<file path="config.mk">
export PLATFORM = sky130hd
export DESIGN_NAME = seq_alu
export DESIGN_NICKNAME = d
export VERILOG_FILES = /design/src/rtl/seq_alu.sv
export SDC_FILE = /design/constraint.sdc
export NUM_CORES = 1
export LEC_CHECK = 0
export CAP_MARGIN = 20
export CORE_MARGIN = 1.5
export CORE_UTILIZATION = 62
export CTS_BUF_LIST = sky130_fd_sc_hd__clkbuf_4 sky130_fd_sc_hd__clkbuf_8
export CTS_CLUSTER_SIZE = 20
export DETAILED_ROUTE_END_ITERATION = 6
export GPL_TIMING_DRIVEN = 0
export HOLD_SLACK_MARGIN = 0.05
export PLACE_DENSITY = 0.95
export SLEW_MARGIN = 0
export SYNTH_ARGS = -nofsm -noshare
export SYNTH_HDL_FRONTEND = slang
export SYNTH_SLANG_ARGS = --single-unit
</file>
<file path="constraint.sdc">
create_clock -name clk -period 5.2 [get_ports clk]
set_input_delay 0.78 -clock clk [delete_from_list [all_inputs] [get_ports clk]]
set_output_delay 0.78 -clock clk [all_outputs]
set_load 0.01 [all_outputs]
</file>
<file path="src/rtl/seq_alu.sv">
// Sequential ALU: NOT-A / NAND / ADD finish in one cycle; MUL is a WIDTH-cycle shift-add.
// Optional registered zero-result flag enabled by defining SEQ_ALU_ZERO_FLAG_EN.
module seq_alu #(
    parameter int WIDTH = 4
) (
    input  logic                 clk,
    input  logic                 reset,
    input  logic [WIDTH-1:0]     a,
    input  logic [WIDTH-1:0]     b,
    input  logic [1:0]           select,
    input  logic                 start,
    output logic                 busy,
    output logic                 done,
    output logic [2*WIDTH-1:0]   z
`ifdef SEQ_ALU_ZERO_FLAG_EN
    ,
    output logic                 zero
`endif
);

    localparam int CW = (WIDTH > 1) ? $clog2(WIDTH) : 1;
    localparam logic [CW-1:0]        CNT_ONE  = CW'(1);
    localparam logic [CW-1:0]        CNT_LAST = CW'(WIDTH - 1);
    localparam logic [2*WIDTH-1:0]   ZERO_2W  = {(2*WIDTH){1'b0}};

    typedef enum logic [1:0] {
        IDLE = 2'd0,
        MUL  = 2'd1,
        DONE = 2'd2
    } state_t;

    state_t               state_r;
    state_t               state_next_s;
    logic [2*WIDTH-1:0]   mcand_r;
    logic [WIDTH-1:0]     mplier_r;
    logic [1:0]           sel_r;
    logic [2*WIDTH-1:0]   acc_r;
    logic [CW-1:0]        cnt_r;
    logic [2*WIDTH-1:0]   prod_s;
    logic [2*WIDTH-1:0]   op_result_s;
    logic [2*WIDTH-1:0]   z_next_s;
    logic                 load_z_s;

    // Next-state decode, partial product and single-cycle results.
    always_comb begin
        state_next_s = state_r;
        prod_s       = acc_r;
        op_result_s  = ZERO_2W;
        z_next_s     = ZERO_2W;
        load_z_s     = 1'b0;

        if (mplier_r[0]) begin
            prod_s = acc_r + mcand_r;
        end else begin
            prod_s = acc_r;
        end

        case (select)
            2'b00:   op_result_s = {{WIDTH{1'b0}}, ~a};
            2'b01:   op_result_s = {{WIDTH{1'b0}}, ~(a & b)};
            2'b10:   op_result_s = {{(WIDTH-1){1'b0}}, {1'b0, a} + {1'b0, b}};
            default: op_result_s = ZERO_2W;
        endcase

        case (state_r)
            IDLE: begin
                if (start) begin
                    if (select == 2'b11) begin
                        state_next_s = MUL;
                    end else begin
                        state_next_s = DONE;
                    end
                end else begin
                    state_next_s = IDLE;
                end
            end
            MUL: begin
                // A corrupted opcode register abandons the multiply rather than reporting garbage.
                if (sel_r != 2'b11) begin
                    state_next_s = IDLE;
                end else if (cnt_r == CNT_LAST) begin
                    state_next_s = DONE;
                end else begin
                    state_next_s = MUL;
                end
            end
            DONE:    state_next_s = IDLE;
            default: state_next_s = IDLE;
        endcase

        load_z_s = (state_next_s == DONE);
        if (state_r == MUL) begin
            z_next_s = prod_s;
        end else begin
            z_next_s = op_result_s;
        end
    end

    // FSM state register.
    always_ff @(posedge clk or posedge reset) begin
        if (reset) begin
            state_r <= IDLE;
        end else begin
            state_r <= state_next_s;
        end
    end

    // Operand capture and shift-add datapath.
    always_ff @(posedge clk or posedge reset) begin
        if (reset) begin
            mcand_r  <= ZERO_2W;
            mplier_r <= {WIDTH{1'b0}};
            sel_r    <= 2'b00;
            acc_r    <= ZERO_2W;
            cnt_r    <= {CW{1'b0}};
        end else begin
            case (state_r)
                IDLE: begin
                    if (start) begin
                        mcand_r  <= {{WIDTH{1'b0}}, a};
                        mplier_r <= b;
                        sel_r    <= select;
                        acc_r    <= ZERO_2W;
                        cnt_r    <= {CW{1'b0}};
                    end
                end
                MUL: begin
                    acc_r    <= prod_s;
                    mcand_r  <= mcand_r << 1;
                    mplier_r <= mplier_r >> 1;
                    cnt_r    <= cnt_r + CNT_ONE;
                end
                default: begin
                    acc_r <= acc_r;
                end
            endcase
        end
    end

    // Registered result and handshake outputs, all updated from the next state.
    always_ff @(posedge clk or posedge reset) begin
        if (reset) begin
            z    <= ZERO_2W;
            busy <= 1'b0;
            done <= 1'b0;
        end else begin
            busy <= (state_next_s != IDLE);
            done <= (state_next_s == DONE);
            if (load_z_s) begin
                z <= z_next_s;
            end
        end
    end

`ifdef SEQ_ALU_ZERO_FLAG_EN
    // Zero flag tracks z and is refreshed only when z is loaded.
    always_ff @(posedge clk or posedge reset) begin
        if (reset) begin
            zero <= 1'b1;
        end else if (load_z_s) begin
            zero <= (z_next_s == ZERO_2W);
        end
    end
`endif

endmodule

</file>
# Yosys cells after proc, flatten, opt, wreduce, memory -nomap -nowiden

Index checks and enable logic that the tools add are counted.

$add $sub $neg: 3
Shift-type cells: 0
Bitwise operators: 3
Equal/unequal tests: 8
Div/mod/pow operators: 0
Magnitude comparators: 0
Reductions and logical operators: 6
Multipliers: 0
Mux-type cells: 16

Operators with widths:

| cell                  | number |
|---|---|
| $mux W8               | 4 |
| $pmux W8 S2           | 2 |
| $pmux W5 S3           | 1 |
| $mux W2               | 5 |
| $add A8 B8 Y8         | 1 |
| $eq A2 B2 Y1 const B  | 4 |
| $not A4 Y4            | 2 |
| $pmux W2 S2           | 2 |
| $pmux W4 S2           | 1 |
| $add A4 B4 Y5         | 1 |
| $and A4 B4 Y4         | 1 |
| $eq A2 B1 Y1 const B  | 2 |
| $logic_not A2 Y1      | 2 |
| $mux W4               | 1 |
| $ne A2 B2 Y1 const B  | 2 |
| $reduce_and A2 Y1     | 2 |
| $reduce_bool A2 Y1    | 2 |
| $add A2 B1 Y2 const B | 1 |

Memories kept: 0
Memory bits (writable): 0
Bits in latches: 0
Bits in registers: 36
Bits in read-only memories: 0

# Depth between registers and ports, before layout

Gate-level depths: netlist of the first run.

Word-level depth: 5
Mapped depth: 9

# Least setup slack after synthesis of the first run

OpenSTA, ideal clock, no wires.

Kind: input to register
Start point: input port a[0]
End point: register z[4]
Stages on the path: 7
Setup slack: 3.176 ns
Data arrival time: 1.894 ns
Data required time: 5.070 ns
Cell sequence: ha_1 -> fa_1 -> a21o_1 -> a21oi_1 -> o21ai_0 -> o21ai_0 -> a31oi_1

Word-level cells in the longest chain between the ends: 3

Ends and longest elaborated chain:

| item                 | line | source |
|---|---|---|
| from (decl)          | 8    | `input logic [WIDTH-1:0] a,` |
| $add A4 B4 Y5        | 61   | `2'b10: op_result_s = {{(WIDTH-1){1'b0}}, {1'b0, a} + {1'b0, b}};` |
| $pmux W5 S3          | 58   | `case (select)` |
| $mux W8              | 92   | `if (state_r == MUL) begin` |
| to (signal assigned) | 150  | `z <= z_next_s;` |
| to (decl)            | 14   | `output logic [2*WIDTH-1:0] z` |

Every way passes these cells.
A chain may end at the register's enable or synchronous reset.

# Final worst setup path of the first run

Same ends and word-level chain as after synthesis.

==> reports/qor.csv, run 1 <==
metric,value,unit
regArea,900.9,µm²
ant_nets,0,
vias_per_cell,6.078,
final.setup_skew,0.01314,ns
cp_common_cell,o21ai_0,
diodes,0,
critPathMaxStageDelay,0.45,ns
numCtsBuffers,5,
place_area,2384,µm²
wl_met2,2.528,mm
rsz0062_at_grt,false,
cts_hold_buf,0,
post_cts.repair.setup_buffers,0,
fp-row-count,20,
die_area,3747,µm²
die_h,61.21,µm
status,"finished, final reports clean",
setup.worst_path.start_class,input pin,
p_int,468.7,µW
design_area,2445,µm²
via_count,1866,
syn_nets,261,
required,5.44,ns
hold_viol,0,
path_cells,clkdlybuf4s50_1 -> ha_1 -> fa_1 -> a21o_1 -> a21oi_1 -> o21ai_0 -> o21ai_0 -> a31oi_1,
met3WireLength,275,µm
path_buf_inv,1,
ys_warn_count,0,
root_buffer,clkbuf_4,
drc,0,
worst_pin_slew,0.6329,ns
fill_cells,218,
arrival,2.55,ns
path_class,in -> reg,
synth_edf_count,0,
synth_ff_type,dfrtp_1,
ys_ff_latch,36,
die_x,61.21,µm
setup_viol,0,
synthArstFlopShare,100.0,%
first_pass_iters,4,
area_delta_synth_final,16.38,%
portBuffers,20,
track_usage,30.69,%
syn_area,2101,µm²
crit_family,adder cells,
met1Wirelength,2.097,mm
top_layer,met4,
swShare,32.96,%
hold_class,reg -> reg,
drt_iter0_drc,114,
yosysSeqAreaShare,42.88,%
nets,289,
antenna_found_initial,0,
ctsResizeCount,0,
ir_worst_vdd,0.1985,mV
period_needed,2.309,ns
grt_pass1_wl,8.418,mm
seqPwrFrac,48.5,%
cts_tree,built,
multiInputGateArea,1114,µm²
maxCapViolCount,0,
fin_crit_sh,44.41,%
leakage,1.102,nW
io_pins,23,
place.gp.congestion,0.8966,
end_kind,flip-flop,
coreArea,3128,µm²
power.share.clock,23.2,%
syn_area_per_cell,8.978,µm²
htreeDepth,2,
drv_slew,0,
drt-total-wl,4.999,mm
synth_cells,234,
clk_pin_slew,0.12,ns
gr-total-overflow,0,
crit_slowest_cell,clkdlybuf4s50_1,
power_switching,230.4,µW
grt_max_degree,24,
insertion_delay,0.35,ns
clock-sinks,36,
tns,0,ns
relSlewSlack,57.76,%
grt_pass1_vias,1869,
path_max_fanout,3,
dpl.hpwl,3.749,mm
powerDensity,286.0,nW/µm²
ys_types,46,
clockBufferDepth,2,
routedWlPerCell,16.28,µm
fmax,433.0,MHz
comb_power_share,28.3,%
floorplan.initialDensity,67.16,%
drive_gt1_share,7.985,%
==> path summary, 6_finish.rpt <==
| path | start | end | slack, ns | depth (start not counted) |
|---|---|---|---|---|
| hold reg to reg | z[5]$_DFFE_PP0P_ | z[5]$_DFFE_PP0P_ | 0.51 | 2 |
| hold / removal | z[5]$_DFFE_PP0P_ | z[5]$_DFFE_PP0P_ | 0.51 | 2 |
| max in group asynchronous | reset | acc_r[0]$_DFFE_PP0P_ | 3.86 | 3 |
| setup / recovery | a[0] | z[4]$_DFFE_PP0P_ | 2.89 | 8 |
| min in group asynchronous | reset | acc_r[7]$_DFFE_PP0P_ | 0.80 | 2 |
| setup reg to reg | mcand_r[0]$_DFFE_PP0P_ | z[6]$_DFFE_PP0P_ | 3.05 | 8 |
==> layout by cell type, fill, tap and decap left out, types with 5 or more instances in the layout <==
| cell | count |
|---|---|
| clkdlybuf4s50_1 | 20 |
| dfrtp_1 | 36 |
| o21ai_0 | 9 |
| a21oi_1 | 12 |
| a31oi_1 | 7 |
| o21ai_1 | 11 |
| clkbuf_4 | 5 |
| nand3_1 | 8 |
| nor2b_1 | 5 |
| xnor2_1 | 6 |
| nor2_1 | 17 |
| ha_1 | 12 |
| nand2_1 | 49 |
| clkbuf_1 | 10 |
==> cell type report <==
type | instances | area share, %
buffer | 14 | 2.712
sequential | 36 | 36.85
clock buffer | 6 | 2.098
multi-input combinational | 179 | 45.55
inverter | 5 | 0.8188
tap | 44 | 2.252
clock inverter | 2 | 0.4094
timing repair buffer | 21 | 9.314
==> stage by stage <==
stage / hold slack (ns) / power [mW] / worst slack [ns] / utilization, % / instances
floorplan: 0.4673 / 0.4661 / 3.176 / - / 234
global placement: 0.4736 / 0.5273 / 2.550 / 75.32 / 298
detailed placement: 0.4688 / 0.5403 / 2.555 / 76.20 / 299
CTS: 0.5028 / 0.6994 / 2.922 / 78.16 / 307
global route: 0.5485 / 0.7364 / 2.808 / 78.16 / 307
finish: 0.5070 / 0.6992 / 2.891 / 78.16 / 307
==> flip-flops by register name, indices dropped and copies added, names as in the netlist <==
register and count:
acc_r 8, mcand_r 8, z 8, mplier_r 4, cnt_r 2, sel_r 2
state_r 2, busy 1, done 1
==> cells in the mapped netlist (2+ instances only) <==
master / count / area (µm²)
nand2b_1: 2 / 12.51
xor2_1: 2 / 17.52
dfrtp_1: 36 / 900.9
inv_1: 3 / 11.26
nor3b_1: 2 / 15.01
fa_1: 2 / 40.04
mux2_1: 3 / 33.78
a31oi_1: 7 / 43.79
o21ai_0: 9 / 45.04
o21ai_1: 11 / 55.05
nor2b_1: 5 / 31.28
and2_1: 2 / 12.51
a21o_1: 2 / 15.01
a32o_1: 2 / 20.02
mux2i_1: 3 / 30.03
nand3_1: 8 / 40.04
o22ai_1: 4 / 25.02
nor2_1: 17 / 63.81
nand2_1: 49 / 183.9
buf_2: 2 / 10.01
or3_1: 2 / 12.51
xnor2_1: 6 / 52.55
a21oi_1: 12 / 60.06
ha_1: 12 / 150.1
clkbuf_1: 10 / 37.54
==> power groups by stage <==
stage / sequential (mW) / combinational, mW / clock (mW)
after floorplan: 0.345 / 0.121 / 0
after global placement: 0.342 / 0.185 / 0
after detailed placement: 0.345 / 0.195 / 0
after CTS: 0.339 / 0.196 / 0.164
after global routing: 0.343 / 0.218 / 0.175
final: 0.339 / 0.198 / 0.162
==> cell families (layout without fill, tap and decap cells) <==
logic type      Yosys count  in the layout  synth area share (%)
compound gates           57             57                 17.27
simple gates             93             93                 19.77
fa+ha+maj                14             14                 9.053
buf+inv                  19             48                 4.109
xor+xnor                  8              8                 3.335
flops                    36             36                 42.88
mux                       7              7                 3.573
==> layer usage <==
layer / up-vias / global-route usage [%]
met2: 78 / 53.80
met3: 11 / 5.252
met4: 0 / 11.18
met5: - / 0
li1: 869 / -
met1: 908 / 37.96
==> worst register-to-register path, cell delays in order, from the launching register on <==
cell     delay [ns]
dfrtp_1        0.41
ha_1           0.24
fa_1           0.42
a21oi_1        0.17
nor2b_1        0.08
a311o_1        0.36
xor2_1         0.13
nand3_1        0.12
a21oi_1        0.16
(Power assumes the default switching activity.)
==> inputs of run 2 (changes only) <==
--- a/config.mk
+++ b/config.mk
@@ -7,13 +7,13 @@
 export LEC_CHECK = 0
 export CAP_MARGIN = 20
 export CORE_MARGIN = 1.5
-export CORE_UTILIZATION = 62
+export CORE_UTILIZATION = 53
 export CTS_BUF_LIST = sky130_fd_sc_hd__clkbuf_4 sky130_fd_sc_hd__clkbuf_8
 export CTS_CLUSTER_SIZE = 20
 export DETAILED_ROUTE_END_ITERATION = 6
 export GPL_TIMING_DRIVEN = 0
 export HOLD_SLACK_MARGIN = 0.05
-export PLACE_DENSITY = 0.95
+export PLACE_DENSITY = 0.87
 export SLEW_MARGIN = 0
 export SYNTH_ARGS = -nofsm -noshare
 export SYNTH_HDL_FRONTEND = slang
==> constraint.sdc (replaced) <==
create_clock -name clk -period 2.1 [get_ports clk]
set_input_delay 0.315 -clock clk [delete_from_list [all_inputs] [get_ports clk]]
set_output_delay 0.315 -clock clk [all_outputs]
set_load 0.01 [all_outputs]
==> reports/qor.csv, run 2 (synthesis gave the netlist of run 1 again) <==
metric,value,unit,change
grt_pass1_wl,8.604,mm,was 8.418 mm
period_needed,2.087,ns,
first_pass_iters,5,,was 4
worst_pin_slew,0.7938,ns,was 0.6329 ns
hold-worst-slack,0.3707,ns,was 0.5070 ns
hp-start,select[1],,was z[5]$_DFFE_PP0P_
path_max_fanout,3,,unchanged
coreArea,3744,µm²,was 3128 µm²
hold_class,in -> reg,,was reg -> reg
mostFrequentLayoutCell,nand2_1,,unchanged
p_total,2.013,mW,was 699.2 µW
whs_endpoint,sel_r[1]$_DFFE_PP0P_,,was z[5]$_DFFE_PP0P_
io_pins,23,,unchanged
portBuffers,20,,unchanged
drv_slew,0,,unchanged
fin_crit_sh,99.40,%,
layoutNonFillerInstCount,311,,was 307
hold_viol,0,,unchanged
drc,0,,unchanged
place.gp.congestion,0.8441,,was 0.8966
htreeDepth,2,,unchanged
die_x,65.96,µm,was 61.21 µm
path_class,reg -> reg,,was in -> reg
via_count,1859,,was 1866
nets,289,,unchanged
drive_gt1_share,9.125,%,was 7.985%
post_cts.repair.setup_buffers,0,,unchanged
floorplan.initialDensity,56.12,%,was 67.16%
track_usage,26.56,%,was 30.69%
fmax,479.1,MHz,
finalWorstSetupSlack,0.01270,ns,was 2.891 ns
regArea,900.9,µm²,unchanged
hold_depth,3,,was 2
r2r_slack,0.01,ns,was 3.05 ns
numCtsBuffers,5,,unchanged
maxCapViolCount,0,,unchanged
r2r_end,z[6]$_DFFE_PP0P_,,unchanged
fill_cells,304,,was 218
worstRegToRegCells,8,,unchanged
r2r-start,mcand_r[0]$_DFFE_PP0P_,,unchanged
multiInputGateArea,1131,µm²,was 1114 µm²
place_area,2389,µm²,was 2384 µm²
antenna_found_initial,0,,unchanged
clockBufferDepth,2,,unchanged
ir_worst_vdd,0.4118,mV,was 0.1985 mV
setup_viol,0,,unchanged
drt_iter0_drc,213,,was 114
root_buffer,clkbuf_8,,was clkbuf_4
design_area,2532,µm²,was 2445 µm²
grt_max_degree,20,,was 24
post-place-ws,-0.1447,ns,was 2.555 ns
dp_cells,303,,was 299
leakage,1.125,nW,was 1.102 nW
powerDensity,794.7,nW/µm²,was 286.0 nW/µm²
status,"finished, final reports clean",,unchanged
arrival,2.32,ns,was 2.55 ns
reg_top3,"acc_r (8), mcand_r (8), z (8)",,unchanged
final.setup_skew,0.005534,ns,was 0.01314 ns
die_h,65.96,µm,was 61.21 µm
relSlewSlack,47.02,%,was 57.76%
setup.worst_path.start_class,flip-flop,,was input pin
routedWlPerCell,16.81,µm,was 16.28 µm
area_delta_synth_final,20.55,%,was 16.38%
rsz0062_at_grt,true,,was false
drt-total-wl,5.229,mm,was 4.999 mm
required,2.33,ns,was 5.44 ns
cts_hold_buf,0,,unchanged
die_area,4350,µm²,was 3747 µm²
dpl.hpwl,3.570,mm,was 3.749 mm
gr-total-overflow,0,,unchanged
vias_per_cell,5.977,,was 6.078
grt_pass1_vias,1748,,was 1869
diodes,0,,unchanged
end_kind,flip-flop,,unchanged
cts_tree,built,,unchanged
clk_pin_slew,0.07,ns,was 0.12 ns
fp-row-count,22,,was 20
ant_nets,0,,unchanged
insertion_delay,0.30,ns,was 0.35 ns
startpoint,mcand_r[0]$_DFFE_PP0P_,,was a[0]
mostFrequentLayoutCells,"49 x nand2_1, 36 x dfrtp_1, 20 x clkdlybuf4s50_1",,unchanged
clock-sinks,36,,unchanged
run 2: worst max path at each step:
| stage | to | slack, ns |
|---|---|---|
| final | z[6]$_DFFE_PP0P_ | 0.01 |
| after global routing | z[6]$_DFFE_PP0P_ | -0.05 |
| after CTS | z[6]$_DFFE_PP0P_ | 0.03 |
| after detailed placement | z[4]$_DFFE_PP0P_ | -0.14 |
| after global placement | z[4]$_DFFE_PP0P_ | -0.13 |
| after floorplan | z[6]$_DFFE_PP0P_ | 0.14 |
run 2: metrics by stage:
stage	TNS (ns)	util, %
6_report	0	67.65
5_1_grt	-0.05032	67.65
3_3_place_gp	-0.1270	63.07
3_5_place_dp	-0.1447	63.80
2_1_floorplan	0	-
4_1_cts	0	67.25
run 2: final cells by class:
| cell class | count | area share [%] |
|---|---|---|
| Clock buffer | 7 | 3.804 |
| Timing Repair Buffer | 21 | 8.992 |
| Clock inverter | 1 | 1.186 |
| Inverter | 5 | 0.7905 |
| Multi-Input combinational cell | 179 | 44.66 |
| Buffer | 14 | 2.619 |
| Sequential cell | 36 | 35.57 |
| Tap cell | 48 | 2.372 |
run 2: metal layers:
| layer | global-route usage, % | part of all wire, % | vias to the layer above |
|---|---|---|---|
| li1 | - | - | 873 |
| met1 | 34.83 | 42 | 907 |
| met2 | 43.69 | 50 | 69 |
| met3 | 5.963 | 5.7 | 10 |
| met4 | 8.418 | 1.6 | 0 |
| met5 | 0 | 0 | - |
run 2: what timing repair did:
item / 4_1_cts / 5_1_grt
resized for setup: 1 / 3
pin swaps: 0 / 2
gates cloned: 0 / 0
setup endpoints to repair: 1 / 3
run 2: critical path, stage by stage, from the launching register on:
cell,delay (ns)
dfrtp_1,0.41
ha_2,0.22
fa_2,0.36
a21oi_1,0.14
nor2b_1,0.07
a311o_1,0.36
xor2_1,0.15
nand3_1,0.14
a21oi_2,0.16
run 2: where the power goes:
part	switching [mW]	internal, mW	total (mW)
combinational	0.272	0.224	0.496
sequential	0.0633	0.780	0.843
clock	0.254	0.419	0.673
total	0.590	1.42	2.01
==> inputs of run 3 (changes only) <==
--- a/config.mk
+++ b/config.mk
@@ -7,13 +7,13 @@
 export LEC_CHECK = 0
 export CAP_MARGIN = 20
 export CORE_MARGIN = 1.5
-export CORE_UTILIZATION = 53
+export CORE_UTILIZATION = 62
 export CTS_BUF_LIST = sky130_fd_sc_hd__clkbuf_4 sky130_fd_sc_hd__clkbuf_8
 export CTS_CLUSTER_SIZE = 20
 export DETAILED_ROUTE_END_ITERATION = 6
 export GPL_TIMING_DRIVEN = 0
 export HOLD_SLACK_MARGIN = 0.05
-export PLACE_DENSITY = 0.87
+export PLACE_DENSITY = 0.95
 export SLEW_MARGIN = 0
 export SYNTH_ARGS = -nofsm -noshare
 export SYNTH_HDL_FRONTEND = slang
==> constraint.sdc (replaced) <==
create_clock -name clk -period 2.6 [get_ports clk]
set_input_delay 0.39 -clock clk [delete_from_list [all_inputs] [get_ports clk]]
set_output_delay 0.39 -clock clk [all_outputs]
set_load 0.01 [all_outputs]
==> results of run 3 <==
Same layout as run 1 (identical final DEF). Status: finished, final reports clean.
Among the figures that moved: setup slack after placement 2.555 ns -> 0.3453 ns; setup slack after layout 2.891 ns -> 0.4535 ns; hold slack 0.5070 ns -> 0.3942 ns; start point of the critical path a[0] -> mcand_r[0]$_DFFE_PP0P_; end point of the critical path z[4]$_DFFE_PP0P_ -> z[6]$_DFFE_PP0P_; register-to-register setup slack 3.05 ns -> 0.45 ns; end point of the worst hold path z[5]$_DFFE_PP0P_ -> sel_r[1]$_DFFE_PP0P_; total power 0.6992 mW -> 1.398 mW; worst IR drop on VDD 0.1985 mV -> 0.3969 mV
